<file path="src/rtl/multi_channel_pulse_gen.sv">
// multi_channel_pulse_gen: N-channel monostable with shared pulse length and optional retrigger.
// Define MULTI_PULSE_HOLDOFF_EN to add the holdoff_len port and a post-pulse HOLDOFF dead time.
module multi_channel_pulse_gen #(
  parameter int CHANNELS = 4,
  parameter int CNT_W    = 8
) (
  input  logic                clk,
  input  logic                reset,
  input  logic [CHANNELS-1:0] trigger,
  input  logic [CNT_W-1:0]    pulse_len,
  input  logic                retrig_en,
`ifdef MULTI_PULSE_HOLDOFF_EN
  input  logic [CNT_W-1:0]    holdoff_len,
`endif
  output logic [CHANNELS-1:0] pulse,
  output logic [CHANNELS-1:0] busy
);
  typedef enum logic [1:0] {IDLE, PULSE, WAIT, HOLDOFF} state_t;
  logic [CNT_W-1:0] len_m1;
  logic [CNT_W-1:0] exp_cnt;
  state_t           exp_st;
  assign len_m1 = (pulse_len != '0) ? pulse_len - CNT_W'(1) : '0;
`ifdef MULTI_PULSE_HOLDOFF_EN
  assign exp_st  = (holdoff_len != '0) ? HOLDOFF : WAIT;
  assign exp_cnt = (holdoff_len != '0) ? holdoff_len - CNT_W'(1) : '0;
`else
  assign exp_st  = WAIT;
  assign exp_cnt = '0;
`endif
  for (genvar c = 0; c < CHANNELS; c++) begin : ch
    state_t           st, nxt;
    logic [CNT_W-1:0] cnt, cnt_d;
    logic             tq, rise, p, b;
    assign rise     = trigger[c] & ~tq;
    assign pulse[c] = p;
    assign busy[c]  = b;
    always_comb begin
      nxt   = st;
      cnt_d = cnt;
      case (st)
        IDLE: if (trigger[c]) begin
          nxt   = (pulse_len != '0) ? PULSE : WAIT;
          cnt_d = len_m1;
        end
        // a zero length cannot be reloaded, so such a retrigger falls through to expiry
        PULSE: if (retrig_en && rise && pulse_len != '0)
          cnt_d = len_m1;
        else if (cnt == '0) begin
          nxt   = exp_st;
          cnt_d = exp_cnt;
        end else
          cnt_d = cnt - CNT_W'(1);
        WAIT: if (!trigger[c]) nxt = IDLE;
`ifdef MULTI_PULSE_HOLDOFF_EN
        HOLDOFF: if (cnt == '0) nxt = WAIT;
        else cnt_d = cnt - CNT_W'(1);
`endif
        default: nxt = IDLE;
      endcase
    end
    always_ff @(posedge clk) begin
      if (reset) begin
        st  <= IDLE;
        cnt <= '0;
        tq  <= 1'b0;
        p   <= 1'b0;
        b   <= 1'b0;
      end else begin
        st  <= nxt;
        cnt <= cnt_d;
        tq  <= trigger[c];
        p   <= nxt == PULSE;
        b   <= nxt != IDLE;
      end
    end
  end
endmodule
</file>
<file path="config.mk">
export PLATFORM = sky130hd
export DESIGN_NAME = multi_channel_pulse_gen
export DESIGN_NICKNAME = d
export VERILOG_FILES = /design/src/rtl/multi_channel_pulse_gen.sv
export SDC_FILE = /design/constraint.sdc
export NUM_CORES = 1
export LEC_CHECK = 0
export CORE_ASPECT_RATIO = 0.75
export CORE_MARGIN = 4
export CORE_UTILIZATION = 30
export CTS_CLUSTER_SIZE = 12
export DETAILED_ROUTE_END_ITERATION = 16
export GPL_ROUTABILITY_DRIVEN = 0
export PLACE_DENSITY = 0.6
export SYNTH_ARGS = -nofsm -noshare
export SYNTH_HDL_FRONTEND = slang
export SYNTH_SLANG_ARGS = --single-unit
</file>
<file path="constraint.sdc">
create_clock -name clk -period 2 [get_ports clk]
set_clock_uncertainty 0.05 [all_clocks]
set_input_delay 0.2 -clock clk [delete_from_list [all_inputs] [get_ports clk]]
set_output_delay 0.2 -clock clk [all_outputs]
set_load 0.01 [all_outputs]
</file>
Yosys cells after proc, flatten, opt, wreduce, memory -nomap -nowiden
Index checks and enable logic that the tools add are counted.
Widths: inputs -> output; s select.
{"block": "totals", "regBits": 52, "latchBits": 0, "ram_bits": 0, "mem_bits_ro": 0, "out_inout_bits": 8, "elab_cells": 116, "memories": 0}
{"block": "classes", "add_sub_neg": 5, "mul": 0, "n_div": 0, "magnitude_cmp": 0, "eq_ne": 16, "shift": 0, "muxes": 38, "bitwise_logic": 8, "n_reduce_logical": 29}
{"cell": "$mux 8", "n": 13}
{"cell": "$pmux 8 s2", "n": 4}
{"cell": "$sub 8x1->8 const B", "n": 5}
{"cell": "$mux 2", "n": 17}
{"cell": "$logic_not 8->1", "n": 4}
{"cell": "$pmux 2 s3", "n": 4}
{"cell": "$eq 2x1->1 const B", "n": 8}
{"cell": "$reduce_bool 2->1", "n": 8}
{"cell": "$eq 2x2->1 const B", "n": 4}
{"cell": "$logic_and 1x1->1", "n": 8}
{"cell": "$logic_not 2->1", "n": 4}
{"cell": "$ne 2x2->1 const B", "n": 4}
{"cell": "$reduce_and 2->1", "n": 4}
{"cell": "$reduce_bool 8->1", "n": 1}
{"cell": "$and 1x1->1", "n": 4}
{"cell": "$not 1->1", "n": 4}

Longest topological paths before layout
{"block": "depth", "depth_word": 7, "mapped_depth": 8}

Worst setup path before layout
Ideal clock, no wire load.
{"block": "synth_timing", "kind": "reg2reg", "start": "register ch[3].cnt[0]", "end": "register ch[3].b", "setup_ps": 129, "arrival_time_ps": 1924, "required_ps": 1821, "setup_slack_ps": -103, "stages_incl_launch_ff": 8, "cell_sequence": "dfxtp_1 -> inv_1 -> ha_1 -> or4b_2 -> nor2b_1 -> and3b_1 -> nor4_1 -> o21bai_1"}
{"block": "synth_via", "elab_chain_cells": 5}
{"element": "from (decl)", "line": "32", "text": "logic [CNT_W-1:0] cnt, cnt_d;"}
{"element": "from (signal assigned)", "line": "70", "text": "cnt <= cnt_d;"}
{"element": "$logic_not 8->1", "line": "48", "text": "else if (cnt == '0) begin"}
{"element": "$mux 2", "line": "48"}
{"element": "$mux 2", "line": "46", "text": "PULSE: if (retrig_en && rise && pulse_len != '0)"}
{"element": "$pmux 2 s3", "line": "40", "text": "case (st)"}
{"element": "$reduce_bool 2->1", "line": "73", "text": "b <= nxt != IDLE;"}
{"element": "to (signal assigned)", "line": "67", "text": "b <= 1'b0;"}
{"element": "to (signal assigned)", "line": "73"}
{"element": "to (decl)", "line": "33", "text": "logic tq, rise, p, b;"}
Every way passes these cells.
A chain may end at the register's enable or synchronous reset.

Final worst setup path
{"block": "layout_timing", "start": "register ch[2].cnt[1]", "end": "register ch[2].cnt[7]"}
{"block": "layout_via", "elab_chain_cells": 4}
{"element": "from (decl)", "line": "32"}
{"element": "from (signal assigned)", "line": "70"}
{"element": "$sub 8x1->8 / $logic_not 8->1 (equally long branches)", "line": "52, 48"}
{"element": "$mux 8 (*)", "line": "48"}
{"element": "$mux 8 (*)", "line": "46"}
{"element": "$pmux 8 s2 (*)", "line": "40"}
Every way passes the cells marked *; elsewhere a longest branch is shown, timed or not.

==> impl_metrics.toml <==
[outcome]
status = "complete, no violations"

[route]
drtIter0Drc = 162
wl_met3_microns = 464
routed_wirelength_microns = 8880
drc = 0
vias = 3141
drtAntennaViolNets = 0
highest_layer = "met4"
firstDrtPassIters = 4
wl_met1_microns = 4390
routed_via_density = 5.22
dr_wl_met2_microns = 3930
routedWlPerCell_microns = 14.8

[power]
power_leakage_nw = 1.66
p_per_area_nw_per_um2 = 803
vdd_ir_drop_max_mv = 0.387

[finish]
finish.instance_area_sq_um = 4260
antenna_cells = 0
syn_to_final_growth_pct = 35.8
layout-drive-gt1-share_pct = 29.0
nNetsFinal = 485

[clock_network]
path_clk_slew_ns = 0.07
cts_root_buffer = "clkbuf_16"
cts.sinks = 52
h-tree-depth = 2
insertion_delay_ns = 0.29
cts_tree = "done"
max-clock-path-buffers = 2
cts_buffers = 5

[timing]
setup_viol_count_final = 0
hold_violations = 0
slew_headroom_pct = 65.7
finalCriticalPeriod_ns = 1.96
slew_violations = 0
clock.fmax_mhz = 511
rsz0062_at_grt = "true"
setup_tns_ns = 0
fin_crit_sh_pct = 97.8
worst_slew_pin_slew_ns = 0.512

[setup_path]
r2r-end = "ch[2].cnt[7]$_SDFFE_PP0P_"
worstPathArrival_ns = 2.09
startpoint = "ch[2].cnt[1]$_SDFFE_PP0P_"
end_kind = "flip-flop"
cpMaxStageDelayCell = "or4_4"
start_kind = "flip-flop"
path_cells = "or4_4 > or4_4 > nor3_2 > a211oi_1 > a2111oi_1"
crit_path_max_fanout = 3
ff2ff_path_depth = 5
reg2reg_from = "ch[2].cnt[1]$_SDFFE_PP0P_"
critPathCapture = "ch[2].cnt[7]$_SDFFE_PP0P_"
path_buf_inv = 0
crit_required_ns = 2.13
path_common_cell = "or4_4"
crit_family = "simple AND/OR/NAND/NOR gates"
slowest_delay_ns = 0.53
crit_cells = 5
path_class = "reg -> reg"
ff2ff_setup_slack_ns = 0.04

[yosys]
synth_edf_count = 0
synthArstFlopShare_pct = 0
syn-mean-instance-area_sq_um = 8.23
mappedNetlistNets = 401
synth_warnings = 0
syn_inst = 381
ys_types = 62
synth_seq_cells = 52
synth-seq-area-share_pct = 33.2
synth_flop_cell = "dfxtp_1"
netlist_area_sq_um = 3130

[global_route]
gr-total-overflow = 0
grt_pass1_vias = 2924
grt.total_usage_pct = 14.4
grt_antenna_before_repair = 0
grt_first_pass_wirelength_microns = 14300
grt_start_max_net_pins = 49

[floorplan]
pin_count = 23
die_x_microns = 126
die_area_sq_um = 12200
initial_core_util_pct = 30.6
coreArea_sq_um = 10200
std_cell_rows = 32
die_height_microns = 96.5

[place]
dpl_cell_area_sq_um = 3960
dpl.hpwl_microns = 6570
port_buffers = 22

[hold_path]
hold_path_class = "in -> reg"

[job]
maxCapViolations = 0
-- registers in the layout, summed over array words and instances (netlist names) --
register  flops
ch.cnt       32
ch.p          4
ch.tq         4
ch.st         8
ch.b          4
-- power breakdown --
part           leakage (nW)  switching, W  internal, W  total, W
Combinational          1.15      0.000622     0.000629   0.00125
Clock                0.0701      0.000399     0.000500  0.000900
Sequential            0.433      0.000105      0.00116   0.00127
-- placed cells by master, fill, tap and decap left out, drive strengths merged, types with 4 or more instances in the layout --
master	count
clkbuf	9
or4b	5
or3	11
xnor2	7
a2111oi	5
ha	5
a311oi	7
nor4	19
nor2	48
clkdlybuf4s50	17
nand3	4
buf	74
mux2i	7
o21bai	4
nor3	20
a21oi	33
nor3b	4
nand2b	8
o21ai	11
nor2b	12
or2	5
a211oi	18
inv	18
nand2	21
nor4b	4
dfxtp	52
-- timing repair --
item	CTS	global route
endpoints found under the setup margin	35	23
cloned	0	0
resized for setup	13	22
pin swaps	8	10
setup buffers	2	4
hold buffers	0	0
-- cell type report --
type | instances | area [sq um]
flip-flops and latches | 52 | 1050
fillers | 1063 | 5990
multi-input cells | 292 | 2040
clock buffers | 7 | 143
well taps | 136 | 170
clock inverters | 1 | 7.51
repair buffers | 96 | 778
inverters | 18 | 67.6
-- synth_stat cells, types with 4 or more instances --
cell	n	share of area [%]
o21bai_1	4	0.96
nor2_1	48	5.7
a211oi_1	15	3.6
buf_4	8	1.9
a311oi_1	7	2.0
nor3_1	19	3.0
a2111oi_0	4	1.1
nand2b_1	8	1.6
nor4_1	18	3.6
inv_1	18	2.2
nand3_1	4	0.64
mux2i_1	7	2.2
xnor2_1	7	2.0
or3_1	10	2.0
clkbuf_1	7	0.84
nor3b_1	4	0.96
ha_1	5	2.0
dfxtp_1	52	33
or2_2	4	0.80
o21ai_0	11	1.8
a21oi_1	32	5.1
nand2_1	19	2.3
or4b_2	4	1.3
nor2b_1	12	2.4
-- how the worst min path moves through the flow --
stage                                   start                        end  cells past startpoint
floorplan                          trigger[0]        ch[0].tq$_SDFF_PP0_                      1
global placement    ch[3].cnt[7]$_SDFFE_PP0P_  ch[3].cnt[7]$_SDFFE_PP0P_                      1
detailed placement  ch[3].cnt[4]$_SDFFE_PP0P_  ch[3].cnt[4]$_SDFFE_PP0P_                      2
CTS                 ch[2].cnt[1]$_SDFFE_PP0P_  ch[2].cnt[1]$_SDFFE_PP0P_                      2
global route        ch[3].cnt[7]$_SDFFE_PP0P_  ch[3].cnt[7]$_SDFFE_PP0P_                      1
finish                           pulse_len[0]  ch[1].cnt[0]$_SDFFE_PP0P_                      6
-- logic make-up (layout without fill, tap and decap cells) --
family	after synthesis	count (layout)	synth area share, %
compound gates	95	95	21.8
xor+xnor	9	9	2.52
fa+ha+maj	5	5	2.00
buf+inv	37	122	5.91
flops	52	52	33.2
mux	10	10	3.31
simple gates	173	173	31.3
-- worst register-to-register path: cells and delay by family, from the launching register on --
family / cells / cell delay [ns]
and+or+nand+nor: 3 / 1.08
AOI/OAI and AO/OA: 2 / 0.38
DFF: 1 / 0.33
-- per-stage QoR --
step                      power [W]  util [%]  std cells  hold WS (ns)  setup WS, ns
after floorplan             0.00200         -        381         0.278       -0.0109
after global placement      0.00243      38.6        588         0.453        -0.516
after detailed placement    0.00245      38.6        588         0.459        -0.556
after CTS                   0.00338      40.6        598         0.471       -0.0715
after global routing        0.00361      41.5        602         0.494       -0.0708
final                       0.00342      41.5        602         0.449        0.0447
-- routing by layer --
layer  track usage, %  up-vias
met5                0        -
met2             22.6       65
li1                 -     1580
met4             3.75        0
met3             2.91        9
met1             20.3     1487
Note: power is estimated with default switching activity, not from simulation.
